--- src/rtl/pipe_stage_skid_pkg.sv ---
// ---------------------------------------------------------------------------
// pipe_stage_skid_pkg
//   Shared CPU pipeline constants used by every pipe_stage_skid instance
//   (IF/ID today, EX/MEM and later boundaries reuse the same values).
//   Holds:
//     CPU_INST_W / CPU_ADDR_W : default instruction and PC widths
//     CPU_NOP_INST            : bubble instruction injected on reset/flush/empty
//     skid_state_e            : 2-bit occupancy state encoding (EMPTY=0, ONE=1, TWO=2)
//     state_occupancy()       : maps a state to the number of held entries
// ---------------------------------------------------------------------------
package pipe_stage_skid_pkg;

  localparam int unsigned CPU_INST_W   = 32;
  localparam int unsigned CPU_ADDR_W   = 32;
  localparam logic [31:0] CPU_NOP_INST = 32'h0000_0000;

  // The encoding doubles as the entry count, so occupancy is the raw state.
  typedef enum logic [1:0] {
    ST_EMPTY = 2'd0,
    ST_ONE   = 2'd1,
    ST_TWO   = 2'd2
  } skid_state_e;

  // Number of held entries for a given state; the unused code reads as empty.
  function automatic logic [1:0] state_occupancy(input skid_state_e s);
    logic [1:0] occ;
    case (s)
      ST_EMPTY: occ = 2'd0;
      ST_ONE:   occ = 2'd1;
      ST_TWO:   occ = 2'd2;
      default:  occ = 2'd0;
    endcase
    return occ;
  endfunction

endpackage

--- src/rtl/pipe_stage_skid.sv ---
// ---------------------------------------------------------------------------
// pipe_stage_skid
//   Flow-controlled pipeline stage register built as a 2-entry skid buffer
//   carrying {inst, pc}. Full throughput while downstream is ready; when
//   downstream stalls, one extra entry is absorbed into the skid slot and
//   in_ready drops on the following cycle. Every output is driven straight
//   from a flop, so there is no combinational path from any input to any
//   output (in particular none from out_ready to in_ready).
//
// Ports
//   clk        in   clock, all state changes on the rising edge
//   rst        in   synchronous active-high reset (priority over flush)
//   flush      in   synchronous kill of all held entries (redirect)
//   in_valid   in   upstream offers an entry
//   in_ready   out  stage can accept an entry (registered)
//   in_inst    in   upstream instruction
//   in_pc      in   PC of in_inst
//   out_valid  out  out_inst/out_pc hold a valid entry (registered)
//   out_ready  in   downstream accepts the head entry; low means stall
//   out_inst   out  head instruction (NOP_INST when empty)
//   out_pc     out  head PC (zero when empty)
//   occupancy  out  held entries, 0..2 (registered)
// ---------------------------------------------------------------------------
module pipe_stage_skid
  import pipe_stage_skid_pkg::*;
#(
  parameter int unsigned           INST_W   = CPU_INST_W,
  parameter int unsigned           ADDR_W   = CPU_ADDR_W,
  parameter logic [INST_W-1:0]     NOP_INST = INST_W'(CPU_NOP_INST)
) (
  input  logic              clk,
  input  logic              rst,
  input  logic              flush,
  input  logic              in_valid,
  output logic              in_ready,
  input  logic [INST_W-1:0] in_inst,
  input  logic [ADDR_W-1:0] in_pc,
  output logic              out_valid,
  input  logic              out_ready,
  output logic [INST_W-1:0] out_inst,
  output logic [ADDR_W-1:0] out_pc,
  output logic [1:0]        occupancy
);

  localparam logic [ADDR_W-1:0] BUBBLE_PC = {ADDR_W{1'b0}};

  // Registered state and storage
  skid_state_e       r_state;
  logic [INST_W-1:0] r_main_inst;
  logic [ADDR_W-1:0] r_main_pc;
  logic [INST_W-1:0] r_skid_inst;
  logic [ADDR_W-1:0] r_skid_pc;
  logic              r_in_ready;
  logic              r_out_valid;
  logic [1:0]        r_occupancy;

  // Next-state values
  skid_state_e       w_state_nxt;
  logic [INST_W-1:0] w_main_inst_nxt;
  logic [ADDR_W-1:0] w_main_pc_nxt;
  logic [INST_W-1:0] w_skid_inst_nxt;
  logic [ADDR_W-1:0] w_skid_pc_nxt;

  // Handshakes use the registered ready/valid, never the raw state decode.
  logic w_in_fire;
  logic w_out_fire;

  assign w_in_fire  = in_valid & r_in_ready;
  assign w_out_fire = r_out_valid & out_ready;

  // Next-state and slot update rules, with flush overriding all handshakes.
  always_comb begin
    w_state_nxt     = r_state;
    w_main_inst_nxt = r_main_inst;
    w_main_pc_nxt   = r_main_pc;
    w_skid_inst_nxt = r_skid_inst;
    w_skid_pc_nxt   = r_skid_pc;

    case (r_state)
      ST_EMPTY: begin
        if (w_in_fire) begin
          w_state_nxt     = ST_ONE;
          w_main_inst_nxt = in_inst;
          w_main_pc_nxt   = in_pc;
        end else begin
          w_state_nxt = ST_EMPTY;
        end
      end
      ST_ONE: begin
        if (w_in_fire && w_out_fire) begin
          // Head leaves and the new entry takes its place in the same cycle.
          w_state_nxt     = ST_ONE;
          w_main_inst_nxt = in_inst;
          w_main_pc_nxt   = in_pc;
        end else if (w_in_fire) begin
          // Downstream stalled: park the new entry behind the head.
          w_state_nxt     = ST_TWO;
          w_skid_inst_nxt = in_inst;
          w_skid_pc_nxt   = in_pc;
        end else if (w_out_fire) begin
          w_state_nxt = ST_EMPTY;
        end else begin
          w_state_nxt = ST_ONE;
        end
      end
      ST_TWO: begin
        // in_ready is low here, so only a pop can change anything.
        if (w_out_fire) begin
          w_state_nxt     = ST_ONE;
          w_main_inst_nxt = r_skid_inst;
          w_main_pc_nxt   = r_skid_pc;
          w_skid_inst_nxt = NOP_INST;
          w_skid_pc_nxt   = BUBBLE_PC;
        end else begin
          w_state_nxt = ST_TWO;
        end
      end
      default: begin
        // Unreachable encoding: recover to a clean empty stage.
        w_state_nxt     = ST_EMPTY;
        w_skid_inst_nxt = NOP_INST;
        w_skid_pc_nxt   = BUBBLE_PC;
      end
    endcase

    // An empty stage always presents a bubble so outputs stay deterministic.
    if (w_state_nxt == ST_EMPTY) begin
      w_main_inst_nxt = NOP_INST;
      w_main_pc_nxt   = BUBBLE_PC;
    end else begin
      w_main_inst_nxt = w_main_inst_nxt;
      w_main_pc_nxt   = w_main_pc_nxt;
    end

    // Redirect kills everything, including an entry handshaken this cycle.
    if (flush) begin
      w_state_nxt     = ST_EMPTY;
      w_main_inst_nxt = NOP_INST;
      w_main_pc_nxt   = BUBBLE_PC;
      w_skid_inst_nxt = NOP_INST;
      w_skid_pc_nxt   = BUBBLE_PC;
    end else begin
      w_state_nxt = w_state_nxt;
    end
  end

  // Single register update for state, both slots and the decoded flags.
  always_ff @(posedge clk) begin
    if (rst) begin
      r_state     <= ST_EMPTY;
      r_main_inst <= NOP_INST;
      r_main_pc   <= BUBBLE_PC;
      r_skid_inst <= NOP_INST;
      r_skid_pc   <= BUBBLE_PC;
      r_in_ready  <= 1'b1;
      r_out_valid <= 1'b0;
      r_occupancy <= 2'd0;
    end else begin
      r_state     <= w_state_nxt;
      r_main_inst <= w_main_inst_nxt;
      r_main_pc   <= w_main_pc_nxt;
      r_skid_inst <= w_skid_inst_nxt;
      r_skid_pc   <= w_skid_pc_nxt;
      // Flags are decoded from the next state so they leave flops directly.
      r_in_ready  <= (w_state_nxt != ST_TWO);
      r_out_valid <= (w_state_nxt != ST_EMPTY);
      r_occupancy <= state_occupancy(w_state_nxt);
    end
  end

  assign in_ready  = r_in_ready;
  assign out_valid = r_out_valid;
  assign out_inst  = r_main_inst;
  assign out_pc    = r_main_pc;
  assign occupancy = r_occupancy;

endmodule

--- config.mk ---
export PLATFORM = sky130hd
export DESIGN_NAME = pipe_stage_skid
export DESIGN_NICKNAME = d
export VERILOG_FILES = /design/src/rtl/pipe_stage_skid_pkg.sv /design/src/rtl/pipe_stage_skid.sv
export SDC_FILE = /design/constraint.sdc
export NUM_CORES = 1
export LEC_CHECK = 0
export CAP_MARGIN = 20
export CORE_MARGIN = 10
export CORE_UTILIZATION = 51
export CTS_CLUSTER_SIZE = 16
export DETAILED_ROUTE_END_ITERATION = 7
export PLACE_DENSITY = 0.88
export SLEW_MARGIN = 20
export SYNTH_ARGS = -nofsm -noshare
export SYNTH_HDL_FRONTEND = slang
export SYNTH_SLANG_ARGS = --single-unit
export TNS_END_PERCENT = 100
--- constraint.sdc ---
create_clock -name clk -period 2.4 [get_ports clk]
set_input_delay 0.36 -clock clk [delete_from_list [all_inputs] [get_ports clk]]
set_output_delay 0.36 -clock clk [all_outputs]
set_load 0.05 [all_outputs]
==> out/metrics.cfg <==
[worst_setup_path]
rrSetupSlack_ps = 280
end_kind = flop
crit_arrival_ps = 2420
cp.depth = 9
startpoint = in_valid
start_kind = primary input
path_buf_inv = 3
slowest_delay_ps = 470
crit_slowest_cell = clkdlybuf4s50_1
critical_path.max_fanout = 16
r2r_start = r_state[0]$_SDFF_PP0_
r2r-end = out_pc[18]$_SDFFE_PP0P_
cp-endpoint = out_pc[18]$_SDFFE_PP0P_
crit_type = primary input to flop
worst-endpoint-required_ps = 2670
cp_cell_sequence = clkdlybuf4s50_1 > nand2_1 > inv_1 > ha_1 > nand2b_1 > a21boi_1 > o22a_4 > buf_12 > a2111oi_0
crit_family = compound AO/OA/AOI/OAI gates
ff2ff_path_depth = 4

[clocking]
cts-buffers-inserted = 17
clkTransAtPathRegs_ps = 60
clock_sinks = 134
ctsResizeCount = 0
clk-insertion-delay-late_ps = 420
holdBufCountCts = 0
cts_max_path_buffers = 2
cts_setup_buffers = 0
htree_levels = 4
root_buffer = clkbuf_16
cts_tree = yes

[grt]
grt_pass1_wl_mm = 27.81
grt_usage = 0.1931
grt_max_degree = 60
grt_overflow_total = 0
grt_pass1_vias = 5304
antenna_found_initial = 0

[synth]
yosys-top-cells-count = 134 x dfxtp_1, 133 x nor2_1, 128 x mux2i_1, 64 x and2_1, 56 x a2111oi_2
yosys.area.top_type = dfxtp_1
ys_types = 31
syn-cell-area_mm2 = 0.006322
yosysMostFrequentCell = dfxtp_1
synth_top_cell_area_share = 0.4243
ys_ff_latch = 134
synth_nets = 677
synth_cells = 607
ys_seq_area_frac = 0.4243
synth-edff-count = 0
yosysWarnings = 0
synthFlopType = dfxtp_1
async_reset_ff_frac = 0
avgSynthCellArea_um2 = 10.42
synth.area.top_cells = dfxtp_1 42%, mux2i_1 20%, a2111oi_2 13%

[route]
wirelength_mm = 16.93
via_per_inst = 5.469
vias = 4977
first_iter_violations = 328
first_pass_iters = 4
ant_nets = 0
drc = 0
avgRoutedWirePerCell_um = 18.61

[floorplan]
coreArea_mm2 = 0.01206
rows = 40
dieWidth_um = 131.3
start_util = 0.5242
fp.dieArea_mm2 = 0.01725
chipHeight_um = 131.3
ios = 137

[sta]
max_slew.worst_pin.slew_ps = 644.2
period_minus_slack_ps = 2146
worst_slew_margin_rel = 0.5705
hold_viol = 0
drv_slew = 0
setup_viol = 0
finalCritPeriodShare = 0.8942
fmax_mhz = 466.0
finalWorstSetupSlack_ps = 254.0
rsz0062_at_grt = false
finClkSkew_ps = 16.64

[final_layout]
diodes = 0
fin_area_mm2 = 0.008557
areaGrowthSynthToFinish_pct = 35.35
nets = 799
drive_above_1_share = 0.1631

[power_and_ir_drop]
p_sw_w = 0.001553
power_density_mw_per_mm2 = 715.3
cellLeakagePower_nw = 3.858
ir_drop_uv = 487.6
total_power_w = 0.006121
p_comb_frac = 0.148
p_seq_frac = 0.378
p_clk_frac = 0.474
swShare = 0.2538
p_int_w = 0.004568

[placed_design]
hpwl_mm = 11.57
dp_slack_ps = -100.7
gp_congestion = 0.8227
place_area_mm2 = 0.007889
io_buffers = 136

[outcome]
status = complete, no violations

[flow_run]
maxCapViolations = 0

[worst_hold_path]
hold_path.class = flop to flop

==> how the worst min path moves through the flow <==
stage                                  from                           end  slack [ps]  cells after the start
5_1_grt        r_skid_inst[24]$_SDFFE_PP0P_  r_skid_inst[24]$_SDFFE_PP0P_         520                      2
6_report       r_skid_inst[17]$_SDFFE_PP0P_  r_skid_inst[17]$_SDFFE_PP0P_         500                      2
3_3_place_gp    r_skid_inst[0]$_SDFFE_PP0P_   r_skid_inst[0]$_SDFFE_PP0P_         470                      2
2_1_floorplan                         flush       occupancy[1]$_SDFF_PP0_         440                      1
4_1_cts         r_skid_inst[6]$_SDFFE_PP0P_   r_skid_inst[6]$_SDFFE_PP0P_         500                      2
3_5_place_dp      r_skid_pc[1]$_SDFFE_PP0P_     r_skid_pc[1]$_SDFFE_PP0P_         490                      2
==> cell type report <==
class / count / area (µm²)
Sequential cell: 134 / 2683
Multi-Input combinational cell: 411 / 3316
Fill cell: 844 / 3505
Tap cell: 168 / 210.2
Clock buffer: 20 / 466.7
Clock inverter: 12 / 197.7
Timing Repair Buffer: 162 / 1673
Inverter: 3 / 11.26
==> tightest hold or removal path, cell delays in order, from the launching register on <==
cell and delay (ps):
dfxtp_1 330, mux2i_1 70, nor2_1 70
==> flip-flops by register name (all words and copies together), names as in the netlist <==
signal       count
r_skid_inst     32
in_ready         1
r_skid_pc       32
r_state          2
out_inst        32
out_pc          32
occupancy        2
out_valid        1
==> metrics by stage <==
step / std cells / TNS [ps] / hold slack [ps] / utilization
final: 910 / 0 / 503.1 / 0.7094
after global routing: 910 / 0 / 518.6 / 0.7094
after floorplan: 607 / 0 / 435.6 / -
after CTS: 910 / 0 / 504.1 / 0.7091
after global placement: 878 / 0 / 473.4 / 0.6540
after detailed placement: 878 / -355.4 / 487.7 / 0.6540
==> metal layers <==
metal,GRT usage,vias to the layer above,share of wire
met2,0.3440,131,0.52
met4,0.08962,0,0.025
li1,-,2402,-
met3,0.05107,32,0.046
met5,0,-,0
met1,0.2084,2412,0.41
==> cell families (layout without fill, tap and decap cells) <==
logic type / count (synthesis) / count (layout) / synth area share
simple gates: 211 / 211 / 0.1569
flops: 134 / 134 / 0.4243
mux: 128 / 128 / 0.2027
compound gates: 71 / 71 / 0.1540
buf+inv: 62 / 197 / 0.06016
fa+ha+maj: 1 / 1 / 0.001979
==> power groups by stage <==
| stage | Sequential [W] | Clock, W | Combinational [W] |
|---|---|---|---|
| 6_report | 0.00231 | 0.00290 | 0.000908 |
| 2_1_floorplan | 0.00251 | 0 | 0.000404 |
| 3_3_place_gp | 0.00236 | 0 | 0.000878 |
| 4_1_cts | 0.00231 | 0.00293 | 0.000913 |
| 3_5_place_dp | 0.00236 | 0 | 0.000903 |
| 5_1_grt | 0.00232 | 0.00302 | 0.000961 |
==> cells in the final DEF, fill, tap and decap left out, drive strengths merged <==
cell	n
o21ai	1
a2111oi	64
nor2b	1
nand4b	1
clkdlybuf4s50	136
a32oi	1
bufinv	5
and2	64
or4b	1
a21boi	1
nor4b	2
mux2i	128
a21o	1
a21oi	1
inv	4
clkinvlp	2
nor2	134
ha	1
buf	26
clkbuf	20
nand3b	1
dfxtp	134
nand2	3
nand2b	3
or2	1
clkinv	4
o221ai	1
o22a	1
Power figures use the tool's default switching activity.
